$ cat src/rtl/ibex_pkg.sv
// Shared types for the instruction-memory responder: the response word that travels
// down the latency pipe, plus sizing constants.
package ibex_pkg;

    typedef struct packed {
        logic        valid;
        logic        err;
        logic [31:0] rdata;
    } imem_resp_t;

    localparam int unsigned ImemCntW = 3;

    // Unsigned window check on an already base-relative byte offset.
    function automatic logic imem_in_window(input logic [31:0] offset,
                                            input logic [32:0] win_bytes);
        return {1'b0, offset} < win_bytes;
    endfunction

endpackage

$ cat src/rtl/ibex_imem_resp_pipe.sv
// Fixed-depth shift register carrying instruction responses; depth sets the extra
// latency added after the SRAM read data has been captured.
module ibex_imem_resp_pipe
    import ibex_pkg::*;
#(
    parameter int unsigned Depth = 1
) (
    input  logic       clk_i,
    input  logic       rst_i,
    input  imem_resp_t resp_i,
    output imem_resp_t resp_o
);

    imem_resp_t stage_q [Depth];

    always_ff @(posedge clk_i or posedge rst_i) begin
        if (rst_i) begin
            for (int i = 0; i < int'(Depth); i++) begin
                stage_q[i] <= '0;
            end
        end else begin
            stage_q[0] <= resp_i;
            for (int i = 1; i < int'(Depth); i++) begin
                stage_q[i] <= stage_q[i-1];
            end
        end
    end

    assign resp_o = stage_q[Depth-1];

endmodule

$ cat src/rtl/ibex_imem_responder.sv
// Instruction-fetch responder in front of an external synchronous SRAM: grants fetches,
// flags out-of-window addresses, and returns in-order responses after a fixed latency.
module ibex_imem_responder
    import ibex_pkg::*;
#(
    parameter logic [31:0] MemBase        = 32'h0000_0000,
    parameter int unsigned MemWords       = 4096,
    parameter int unsigned RespLatency    = 1,
    parameter int unsigned MaxOutstanding = 2,
    localparam int unsigned AddrW         = (MemWords > 1) ? $clog2(MemWords) : 1
) (
    input  logic                clk_i,
    input  logic                rst_i,
    input  logic                instr_req_i,
    input  logic [31:0]         instr_addr_i,
    output logic                instr_gnt_o,
    output logic                instr_rvalid_o,
    output logic [31:0]         instr_rdata_o,
    output logic                instr_err_o,
    input  logic                stall_i,
    output logic                mem_req_o,
    output logic [AddrW-1:0]    mem_addr_o,
    input  logic [31:0]         mem_rdata_i,
    output logic [ImemCntW-1:0] outstanding_o
);

    localparam logic [32:0]          WinBytes = 33'(MemWords) << 2;
    localparam logic [ImemCntW-1:0]  MaxOut   = ImemCntW'(MaxOutstanding);

    logic [31:0]         offset;
    logic                in_range;
    logic                retire;
    logic                ctrl_valid_q;
    logic                ctrl_err_q;
    logic [ImemCntW-1:0] cnt_q, cnt_d;
    imem_resp_t          resp_t1;
    imem_resp_t          resp_out;

    assign offset   = instr_addr_i - MemBase;
    assign in_range = imem_in_window(offset, WinBytes);
    assign retire   = resp_out.valid;

    // A retiring response frees its slot in the same cycle, so a full window can still grant.
    assign instr_gnt_o = instr_req_i & ~stall_i & ~rst_i & ((cnt_q < MaxOut) | retire);
    assign mem_req_o   = instr_gnt_o & in_range;
    assign mem_addr_o  = mem_req_o ? offset[AddrW+1:2] : '0;

    always_comb begin
        cnt_d = cnt_q;
        if (instr_gnt_o && !retire) begin
            cnt_d = cnt_q + ImemCntW'(1);
        end else if (!instr_gnt_o && retire) begin
            cnt_d = cnt_q - ImemCntW'(1);
        end
    end

    always_ff @(posedge clk_i or posedge rst_i) begin
        if (rst_i) begin
            ctrl_valid_q <= 1'b0;
            ctrl_err_q   <= 1'b0;
            cnt_q        <= '0;
        end else begin
            ctrl_valid_q <= instr_gnt_o;
            ctrl_err_q   <= instr_gnt_o & ~in_range;
            cnt_q        <= cnt_d;
        end
    end

    // Response as seen one cycle after grant, when the SRAM data is valid.
    always_comb begin
        resp_t1       = '0;
        resp_t1.valid = ctrl_valid_q;
        resp_t1.err   = ctrl_valid_q & ctrl_err_q;
        if (ctrl_valid_q && !ctrl_err_q) begin
            resp_t1.rdata = mem_rdata_i;
        end
    end

    if (RespLatency <= 1) begin : g_lat1
        assign resp_out = resp_t1;
    end else begin : g_pipe
        ibex_imem_resp_pipe #(
            .Depth (RespLatency - 1)
        ) u_resp_pipe (
            .clk_i  (clk_i),
            .rst_i  (rst_i),
            .resp_i (resp_t1),
            .resp_o (resp_out)
        );
    end

    assign instr_rvalid_o = resp_out.valid;
    assign instr_err_o    = resp_out.valid & resp_out.err;
    assign instr_rdata_o  = resp_out.valid ? resp_out.rdata : 32'h0;
    assign outstanding_o  = cnt_q;

endmodule

$ cat config.mk
export PLATFORM = sky130hd
export DESIGN_NAME = ibex_imem_responder
export DESIGN_NICKNAME = d
export VERILOG_FILES = /design/src/rtl/ibex_pkg.sv /design/src/rtl/ibex_imem_resp_pipe.sv /design/src/rtl/ibex_imem_responder.sv
export SDC_FILE = /design/constraint.sdc
export NUM_CORES = 1
export LEC_CHECK = 0
export BUFFER_PORTS_ARGS = -buffer_cell sky130_fd_sc_hd__buf_2
export CORE_ASPECT_RATIO = 0.6
export CORE_MARGIN = 10
export CORE_UTILIZATION = 25
export CTS_BUF_LIST = sky130_fd_sc_hd__clkbuf_16
export DETAILED_ROUTE_END_ITERATION = 8
export GPL_ROUTABILITY_DRIVEN = 0
export GPL_TIMING_DRIVEN = 0
export HOLD_SLACK_MARGIN = 0.02
export MAX_ROUTING_LAYER = met4
export PLACE_DENSITY = 0.81
export REMOVE_ABC_BUFFERS = 1
export SETUP_SLACK_MARGIN = 0.15
export SYNTH_ARGS = -nofsm -noshare
export SYNTH_HDL_FRONTEND = slang
export SYNTH_SLANG_ARGS = --single-unit
$ cat constraint.sdc
create_clock -name clk_i -period 1.7 [get_ports clk_i]
set_input_delay 0 -clock clk_i [delete_from_list [all_inputs] [get_ports clk_i]]
set_output_delay 0 -clock clk_i [all_outputs]
set_load 0.01 [all_outputs]
==> reports/results.tsv, run 1 <==
stage	metric	value	unit
outcome	status	finished with violations	
outcome	violated checks	setup timing	
power_and_ir_drop	Internal	483	uW
sta	final hold vios	0	
route	Post-Route WL	3920	microns
worst_hold_path	worst min path class	input pin to register	
critical_path	Worst Reg-to-Reg Cells	8	
global_route	antenna violations before repair	0	
sta	fin crit period	1710	ps
power_and_ir_drop	power share of the clock group	64.1	%
route	DR iter-0 viols	37	
route	WL/cell	15.9	microns
critical_path	CP Data Required Time	1810	ps
power_and_ir_drop	Seq pwr share	20.2	%
clocking	CTS buffer count	3	
power_and_ir_drop	peak supply drop	1.02	mV
critical_path	Crit Path Max Fanout	2	
worst_hold_path	hold path depth	4	
critical_path	reg2reg start	outstanding_o[2]	
critical_path	Top cell by count, worst path	xor2_1	
critical_path	CP startpoint kind	register	
sta	final worst slack	-11.1	ps
sta	Slew Viols, Final	0	
critical_path	CP Class	register to register	
global_route	GR Overflow Total	0	
sta	Tcrit/Tclk final	101	%
floorplan	Core Area	2610	sq um
flow_run	max cap viols	0	
sta	Final setup viols	2	
global_route	first-pass GRT wire length	5350	microns
power_and_ir_drop	net switching power	110	uW
floorplan	I/O pin cnt	119	
critical_path	CP Capture Type	register	
clocking	clock tree sinks	5	
floorplan	row cnt	14	
placement	Post-Place Cell Area	1290	sq um
power_and_ir_drop	combinational power share	15.7	%
critical_path	CP max stage cell	dfrtp_1	
clocking	CTS max path bufs	2	
layout	number of fill cells in the layout	234	
sta	worst hold slack	87.7	ps
worst_hold_path	hold_sp	instr_addr_i[23]	
route	router iterations before antenna repair	4	
layout	Sequential cell area	125	sq um
critical_path	slowest stage delay, CP	370	ps
worst_hold_path	WHS Endpoint	ctrl_err_q	
yosys	Post-Synthesis Cell Area	708	sq um
yosys	sequential share of the synthesized area	17.7	%
placement	PortBufs	116	
yosys	register bit total from synthesis	5	
route	Via density	4.34	
route	routed length on met2	2270	microns
route	DR DRC count	0	
route	M1 WL	1360	microns
route	wire length on met3	286	microns
clocking	Clock Pin Slew Worst Setup and Hold Paths	30	ps
global_route	total track usage	12.6	%
sta	Slew @ Worst Pin	700	ps
critical_path	Worst R2R Setup Slack	-10	ps
floorplan	Die Y	61.2	microns
critical_path	crit path DAT	1820	ps
placement	Detailed Place HPWL	3250	microns
yosys	mean post-synth cell area	7.78	sq um
power_and_ir_drop	Tot Pwr	593	uW
yosys	Post-Syn Instances	91	
global_route	vias in the first global route	1072	
yosys	count of cell types in the netlist	22	
sta	Clock Skew	1.80	ps
critical_path	worst-path cell chain	o21bai_1, and2_4, ha_4, inv_2, fa_2, xor2_1, nor2_1, xor2_1	
layout	layout net count	285	
sta	setup_tns	-16.9	ps
clocking	CTS tree	yes	
power_and_ir_drop	Switching Share	18.6	%
sta	unrepaired setup endpoints after global routing	yes	
floorplan	Initial Utilization	27.1	%
global_route	pin count of the biggest net entering global routing	33	
floorplan	Die W	88.7	microns
clocking	H-tree depth	1	
yosys	warning count from the yosys run	0	
floorplan	die footprint	5430	sq um
sta	Max Fclk	584	MHz
route	DR top layer	met3	
layout	final instance area	1580	sq um
critical_path	FF-to-FF End	outstanding_o[2]	
power_and_ir_drop	pwr/cell area	376	nW/um^2
layout	share of cells above drive strength 1	78.0	%
clocking	Clock Latency Late Sink	230	ps
sta	Rel. slew slack	53.2	%
layout	Antenna Cells	0	
placement	pre-CTS setup slack	-296	ps
layout	Syn-to-layout area delta	123	%
power_and_ir_drop	Leakage Power	0.000929	uW
route	DR vias	1067	
route	ANT nets after route	0	
layout	multi-input logic area	577	sq um
clocking	CTS root buffer	clkbuf_16	
-- per-layer routing --
layer	vias to the layer above	global-route usage [%]
met5	-	-
met2	39	24.1
met4	0	0.686
met1	498	13.5
met3	0	3.43
li1	530	-
-- worst max path at each step --
stage | startpoint | end | slack (ps) | cells after the start
CTS | outstanding_o[1] | outstanding_o[2] | -30 | 8
floorplan | outstanding_o[1] | outstanding_o[2] | -230 | 8
global placement | outstanding_o[1] | outstanding_o[2] | -270 | 8
global route | outstanding_o[1] | mem_addr_o[1] | -140 | 5
finish | outstanding_o[2] | outstanding_o[2] | -10 | 8
detailed placement | outstanding_o[1] | outstanding_o[2] | -300 | 8
-- cells by family (layout without fill, tap and decap cells) --
| group | after synthesis | in the layout | synth area share, % |
|---|---|---|---|
| xor+xnor | 3 | 3 | 3.71 |
| simple gates | 58 | 58 | 57.6 |
| compound gates | 2 | 2 | 2.12 |
| fa+ha+maj | 2 | 2 | 4.59 |
| mux | 1 | 1 | 1.59 |
| buf+inv | 20 | 143 | 12.7 |
| flops | 5 | 5 | 17.7 |
-- cell usage in the layout (no fill, tap or decap), drive strengths merged, types with 2 or more instances in the layout --
cell,synthesis,routed
clkbuf,3,3
inv,15,16
and2,34,34
dfrtp,5,5
nor4,4,4
buf,2,123
nor2,4,4
xor2,2,2
nor3,12,12
-- critical path, delay by kind of cell, from the launching register on --
family / cells / cell delay (ps)
fa+ha+maj: 2 / 450
xor+xnor: 2 / 300
simple gates: 2 / 260
buf+inv: 1 / 30
flops: 1 / 370
compound gates: 1 / 180
-- cells in the mapped netlist --
| library cell | instances | share of area [%] |
|---|---|---|
| and2_1 | 34 | 30 |
| buf_6 | 2 | 3.2 |
| clkbuf_1 | 3 | 1.6 |
| dfrtp_1 | 5 | 18 |
| fa_1 | 1 | 2.8 |
| ha_1 | 1 | 1.8 |
| inv_1 | 15 | 7.9 |
| mux2_2 | 1 | 1.6 |
| nand2_1 | 1 | 0.53 |
| nand3_1 | 1 | 0.71 |
| nand4_2 | 1 | 1.8 |
| nor2_1 | 4 | 2.1 |
| nor3_1 | 3 | 2.1 |
| nor3_2 | 9 | 13 |
| nor3b_1 | 1 | 1.1 |
| nor4_1 | 2 | 1.8 |
| nor4_2 | 1 | 1.8 |
| nor4_4 | 1 | 3.0 |
| o21a_1 | 1 | 1.1 |
| o21bai_1 | 1 | 1.1 |
| xnor2_1 | 1 | 1.2 |
| xor2_1 | 2 | 2.5 |
-- flip-flops by register name, summed over array words and instances (netlist names) --
signal,flops
outstanding_o,3
ctrl_err_q,1
instr_rvalid_o,1
-- stage by stage --
step                utilization [%]  cells
global route                   60.5    246
finish                         60.5    246
floorplan                         -     86
detailed placement             49.6    234
global placement               49.6    234
CTS                            56.1    246
-- timing repair --
item | CTS | global route
hold buffers | 1 | 0
endpoints found under the setup margin | 47 | 47
gates resized for setup | 8 | 37
setup buffers | 7 | 0
pin swaps | 4 | 35
endpoints found under the hold margin | 5 | 0
-- power groups by stage --
stage	clock [uW]	combinational, uW	sequential [uW]
after CTS	384	90.7	120
after global placement	0	84.8	121
after global routing	394	104	120
after detailed placement	0	88.0	121
final	380	93.2	120
after floorplan	0	15.1	121
-- layout make-up --
| cell class | count | area share [%] |
|---|---|---|
| flip-flops and latches | 5 | 7.93 |
| clock buffers | 3 | 4.76 |
| well taps | 32 | 2.54 |
| clock inverters | 1 | 0.238 |
| multi-input cells | 66 | 36.6 |
| repair buffers | 124 | 44.4 |
| inverters | 15 | 3.57 |
Note: power is estimated with default switching activity, not from simulation.
==> inputs of run 2 (changes only) <==
Settings changed: CORE_UTILIZATION 25 to 30, PLACE_DENSITY 0.81 to 0.91, REMOVE_ABC_BUFFERS 1 to default, TNS_END_PERCENT from default to 20.
Clock period 1.7 ns to 2 ns, I/O delays scaled along.
==> reports/results.tsv, run 2 (same netlist as run 1, synthesis figures left out) <==
stage	metric	value	unit	change
floorplan	row cnt	13		-1
global_route	vias in the first global route	1102		+2.8%
power_and_ir_drop	pwr/cell area	339	nW/um^2	-9.9%
sta	setup_tns	0	ps	+16.9 ps
global_route	met2 Track Usage GR	24.5	%	+0.39 points
floorplan	Die Y	57.6	microns	-5.9%
route	DR vias	1047		-1.9%
sta	Slew @ Worst Pin	330	ps	-370 ps
power_and_ir_drop	Leakage Power	0.000890	uW	-4.2%
sta	Rel. slew slack	78.0	%	+25 points
global_route	pin count of the biggest net entering global routing	11		-67%
sta	Tcrit/Tclk final	89.0	%	-12 points
layout	Syn-to-layout area delta	108	%	
route	Post-Route WL	3620	microns	-7.7%
outcome	status	finished, final reports clean		
global_route	met1 usage	14.9	%	+1.4 points
floorplan	Initial Utilization	32.0	%	+4.9 points
critical_path	crit path DAT	1930	ps	+110 ps
floorplan	Die W	82.7	microns	-6.7%
floorplan	I/O pin cnt	119		unchanged
route	WL/cell	14.7	microns	-7.7%
global_route	GR Overflow Total	0		unchanged
floorplan	die footprint	4770	sq um	-12%
layout	Antenna Cells	0		unchanged
critical_path	CP Class	register to register		
layout	max reg flops	3		unchanged
route	DR iter-0 viols	14		-62%
sta	unrepaired setup endpoints after global routing	no		
layout	multi-input logic area	522	sq um	-9.5%
sta	final hold vios	0		unchanged
layout	number of fill cells in the layout	188		-20%
worst_hold_path	worst min path class	input pin to register		
global_route	GR peak layer	met2		
layout	Sequential cell area	126	sq um	+1.0%
layout	layout net count	287		+0.70%
layout	final instance area	1480	sq um	-6.5%
critical_path	CP Data Required Time	2150	ps	+340 ps
route	router iterations before antenna repair	4		unchanged
floorplan	Core Area	2210	sq um	-15%
route	ANT nets after route	0		unchanged
layout	Core Util, Final	66.7	%	+6.2 points
placement	PortBufs	116		unchanged
sta	Max Fclk	562	MHz	-3.8%
placement	Detailed Place HPWL	3290	microns	+1.4%
critical_path	Crit Path Max Fanout	3		+1
placement	pre-CTS setup slack	96.0	ps	+392 ps
global_route	GR Util met3	3.38	%	-0.041 points
clocking	Clock Pin Slew Worst Setup and Hold Paths	30	ps	about the same
global_route	total track usage	13.9	%	+1.3 points
power_and_ir_drop	peak supply drop	0.445	mV	-56%
critical_path	CP startpoint kind	register		
worst_hold_path	hold path depth	4		unchanged
sta	final worst slack	221	ps	+232 ps
placement	Post-Place Cell Area	1340	sq um	+3.8%
sta	Final setup viols	0		-2
layout	most frequent cells in the layout	buf_2, and2_1, inv_1, nor3_2		
flow_run	max cap viols	0		unchanged
critical_path	CP Capture Type	register		
clocking	clock tree sinks	5		unchanged
critical_path	Worst Reg-to-Reg Cells	8		unchanged
yosys	syn nets	161		
route	DR DRC count	0		unchanged
clocking	Clock Latency Late Sink	230	ps	about the same
layout	most common cell after layout, fill and taps aside	buf_2		
global_route	first-pass GRT wire length	5150	microns	-3.7%
sta	Clock Skew	1.75	ps	-0.0438 ps
sta	Slew Viols, Final	0		unchanged
power_and_ir_drop	Tot Pwr	500	uW	-16%
clocking	CTS buffer count	3		unchanged
sta	fin crit period	1780	ps	+68.3 ps
clocking	CTS root buffer	clkbuf_16		
clocking	CTS tree	yes		
layout	share of cells above drive strength 1	66.2	%	-12 points
clocking	CTS max path bufs	2		unchanged
global_route	antenna violations before repair	0		unchanged
route	Via density	4.26		-1.9%
clocking	H-tree depth	1		unchanged
-- run 2: cell types whose count changed in the layout (fill, tap and decap cells not counted), moves of 2 or more --
cell / delta
buf_4: -11
buf_2: +14
clkbuf_1: +3
buf_6: -4
inv_2: -2
and2_4: -22
inv_1: +2
and2_1: +22
-- run 2: what timing repair did --
action                     4_1_cts  5_1_grt
pin swaps                        1        1
hold buffers                     1        0
gates resized for setup          0        3
hold endpoints to repair         5        0
buffers inserted                 2        2
setup endpoints to repair        2        2
-- run 2: final cells by class --
type	instances	area share (%)
plain buffers	5	2.29
clock buffers	3	5.09
flip-flops and latches	5	8.57
repair buffers	121	42.1
clock inverters	1	0.254
multi-input cells	66	35.4
well taps	30	2.54
inverters	15	3.82
-- run 2: power by group --
part | total (uW) | switching (uW) | internal (uW)
combinational | 76.2 | 26.2 | 50.1
sequential | 102 | 0 | 102
clock | 322 | 63.4 | 259
total | 500 | 89.5 | 411
-- run 2: critical path, cell delays in order (launching register included) --
cell and delay, ps:
dfrtp_2 420, o21bai_4 160, and2_4 180, ha_4 130, inv_1 40, fa_2 330
xor2_1 150, nor2_1 130, xor2_1 160
-- run 2: layer usage --
layer,part of all wire [%],vias up
met2,47,74
met1,39,439
li1,-,530
met4,1.5,0
met5,0,-
met3,12,4
-- run 2: through the flow --
step	hold WS, ps	cells
6_report	94.7	246
3_5_place_dp	-82.9	237
4_1_cts	93.0	244
3_3_place_gp	-88.2	237
2_1_floorplan	-221	91
5_1_grt	129	246
-- run 2: final timing paths --
kind / slack [ps] / to / startpoint
setup / recovery: 220 / outstanding_o[2] / outstanding_o[1]
hold / removal: 90 / ctrl_err_q / instr_addr_i[23]
setup reg to reg: 220 / outstanding_o[2] / outstanding_o[1]
hold reg to reg: 550 / outstanding_o[2] / outstanding_o[2]
max in group asynchronous: 1580 / outstanding_o[1] / rst_i
min in group asynchronous: 240 / outstanding_o[0] / rst_i
==> inputs of run 3 (changes only) <==
==> constraint.sdc (replaced) <==
create_clock -name clk_i -period 2 [get_ports clk_i]
set_input_delay 0.3 -clock clk_i [delete_from_list [all_inputs] [get_ports clk_i]]
set_output_delay 0.3 -clock clk_i [all_outputs]
set_load 0.01 [all_outputs]
==> reports/results.tsv, run 3 (same netlist as run 1, synthesis figures left out) <==
stage	metric	value	unit	change
sta	setup_tns	0	ps	unchanged
route	router iterations before antenna repair	4		unchanged
outcome	status	finished, final reports clean		
layout	most common cell after layout, fill and taps aside	buf_2		
placement	PortBufs	116		unchanged
floorplan	Die W	82.7	microns	unchanged
clocking	clock tree sinks	5		unchanged
global_route	pin count of the biggest net entering global routing	11		unchanged
power_and_ir_drop	pwr/cell area	343	nW/um^2	+1.2%
route	DR DRC count	0		unchanged
floorplan	Die Y	57.6	microns	unchanged
layout	most frequent cells in the layout	buf_2, and2_1, inv_1, nor3_2, dfrtp_1		
layout	Core Util, Final	65.8	%	-0.85 points
layout	max reg flops	3		unchanged
sta	final hold vios	0		unchanged
clocking	CTS max path bufs	2		unchanged
critical_path	CP Data Required Time	2150	ps	about the same
power_and_ir_drop	peak supply drop	0.445	mV	-0.19%
sta	Slew Viols, Final	0		unchanged
route	ANT nets after route	0		unchanged
global_route	vias in the first global route	1102		unchanged
floorplan	I/O pin cnt	119		unchanged
critical_path	CP startpoint kind	register		
yosys	syn nets	161		unchanged
critical_path	crit path DAT	1960	ps	+30 ps
layout	layout net count	285		-0.70%
route	Via density	4.25		-0.14%
floorplan	die footprint	4770	sq um	unchanged
power_and_ir_drop	Internal	411	uW	about the same
critical_path	CP Class	register to register		
sta	Max Fclk	552	MHz	-1.9%
sta	unrepaired setup endpoints after global routing	yes		
sta	Tcrit/Tclk final	90.7	%	+1.7 points
layout	share of cells above drive strength 1	66.8	%	+0.62 points
placement	pre-CTS setup slack	25.1	ps	-70.9 ps
power_and_ir_drop	power share of the clock group	64.4	%	about the same
global_route	antenna violations before repair	0		unchanged
power_and_ir_drop	Switching Share	17.8	%	-0.079 points
global_route	GR Overflow Total	0		unchanged
critical_path	CP Capture Type	register		
critical_path	Crit Path Max Fanout	3		unchanged
clocking	CTS buffer count	3		unchanged
floorplan	Initial Utilization	32.0	%	unchanged
power_and_ir_drop	net switching power	89.0	uW	-0.54%
worst_hold_path	worst min path class	input pin to register		
placement	Detailed Place HPWL	3290	microns	unchanged
sta	Rel. slew slack	78.1	%	+0.091 points
floorplan	row cnt	13		unchanged
placement	Post-Place Cell Area	1340	sq um	unchanged
power_and_ir_drop	Seq pwr share	20.4	%	about the same
clocking	Clock Pin Slew Worst Setup and Hold Paths	30	ps	about the same
layout	final instance area	1460	sq um	-1.3%
clocking	CTS tree	yes		
sta	Slew @ Worst Pin	328	ps	-1.36 ps
flow_run	max cap viols	0		unchanged
route	Post-Route WL	3590	microns	-0.86%
clocking	CTS root buffer	clkbuf_16		
route	DR vias	1037		-0.96%
sta	final worst slack	187	ps	-33.6 ps
sta	Final setup viols	0		unchanged
power_and_ir_drop	Leakage Power	0.000887	uW	-0.37%
layout	Syn-to-layout area delta	106	%	
floorplan	Core Area	2210	sq um	unchanged
route	DR iter-0 viols	7		-7
route	WL/cell	14.7	microns	about the same
sta	fin crit period	1810	ps	+33.6 ps
power_and_ir_drop	combinational power share	15.3	%	about the same
global_route	total track usage	13.8	%	-0.13 points
layout	Antenna Cells	0		unchanged
global_route	first-pass GRT wire length	5110	microns	-0.68%
clocking	Clock Latency Late Sink	230	ps	about the same
clocking	H-tree depth	1		unchanged
sta	Clock Skew	1.79	ps	+0.0381 ps
## run 3: cell count changes in the layout (fill, tap and decap cells not counted)
cell and change:
nor2_2 +1, clkbuf_2 +2, buf_4 -2, o21bai_2 +1, dfrtp_1 +1, nor2_1 -1, dfrtp_2 -1, o21bai_4 -1
clkbuf_1 -2
## run 3: metrics by stage
| step | std cells | hold WS [ps] | power [uW] |
|---|---|---|---|
| final | 244 | 392 | 500 |
| after global routing | 244 | 429 | 522 |
| after detailed placement | 237 | 217 | 178 |
| after CTS | 243 | 393 | 502 |
| after floorplan | 91 | 78.5 | 116 |
| after global placement | 237 | 212 | 176 |
## run 3: per-layer routing
metal	track usage, %	routed length (microns)
met3	3.38	475
met2	24.1	1680
met1	14.8	1380
met4	4.51	51
met5	-	0
## run 3: path summary, 6_finish.rpt
kind / slack (ps) / cells after the start / end / start
setup reg to reg: 190 / 8 / outstanding_o[2] / outstanding_o[2]
hold / removal: 390 / 4 / ctrl_err_q / instr_addr_i[23]
setup / recovery: 190 / 8 / outstanding_o[2] / outstanding_o[2]
min in group asynchronous: 540 / 3 / outstanding_o[0] / rst_i
hold reg to reg: 520 / 1 / outstanding_o[2] / outstanding_o[2]
max in group asynchronous: 1300 / 3 / outstanding_o[1] / rst_i
## run 3: power by group through the flow
stage	Combinational [uW]	Clock, uW	Sequential, uW
2_1_floorplan	12.9	0	103
3_3_place_gp	72.5	0	103
3_5_place_dp	75.3	0	103
4_1_cts	77.0	323	102
5_1_grt	86.2	334	102
6_report	76.2	322	102
## run 3: layout make-up
type                            count  area, sq um
Buffer                              5         36.3
Clock buffer                        3         75.1
Clock inverter                      1         3.75
Fill cell                         187          756
Inverter                           15         56.3
Multi-Input combinational cell     66          517
Sequential cell                     5          125
Tap cell                           30         37.5
Timing Repair Buffer              119          606
## run 3: repair_timing
item	CTS	global route
hold endpoints to repair	5	0
setup buffers	1	1
pin swaps	1	1
setup endpoints to repair	32	42
hold buffers	1	0
resized for setup	1	5
cloned	0	0
## run 3: worst max-delay path: stages, from the launching register on
cell      delay [ps]
dfrtp_1          410
o21bai_2         190
and2_4           190
ha_4             130
inv_1             40
fa_2             330
xor2_1           150
nor2_1           130
xor2_1           160
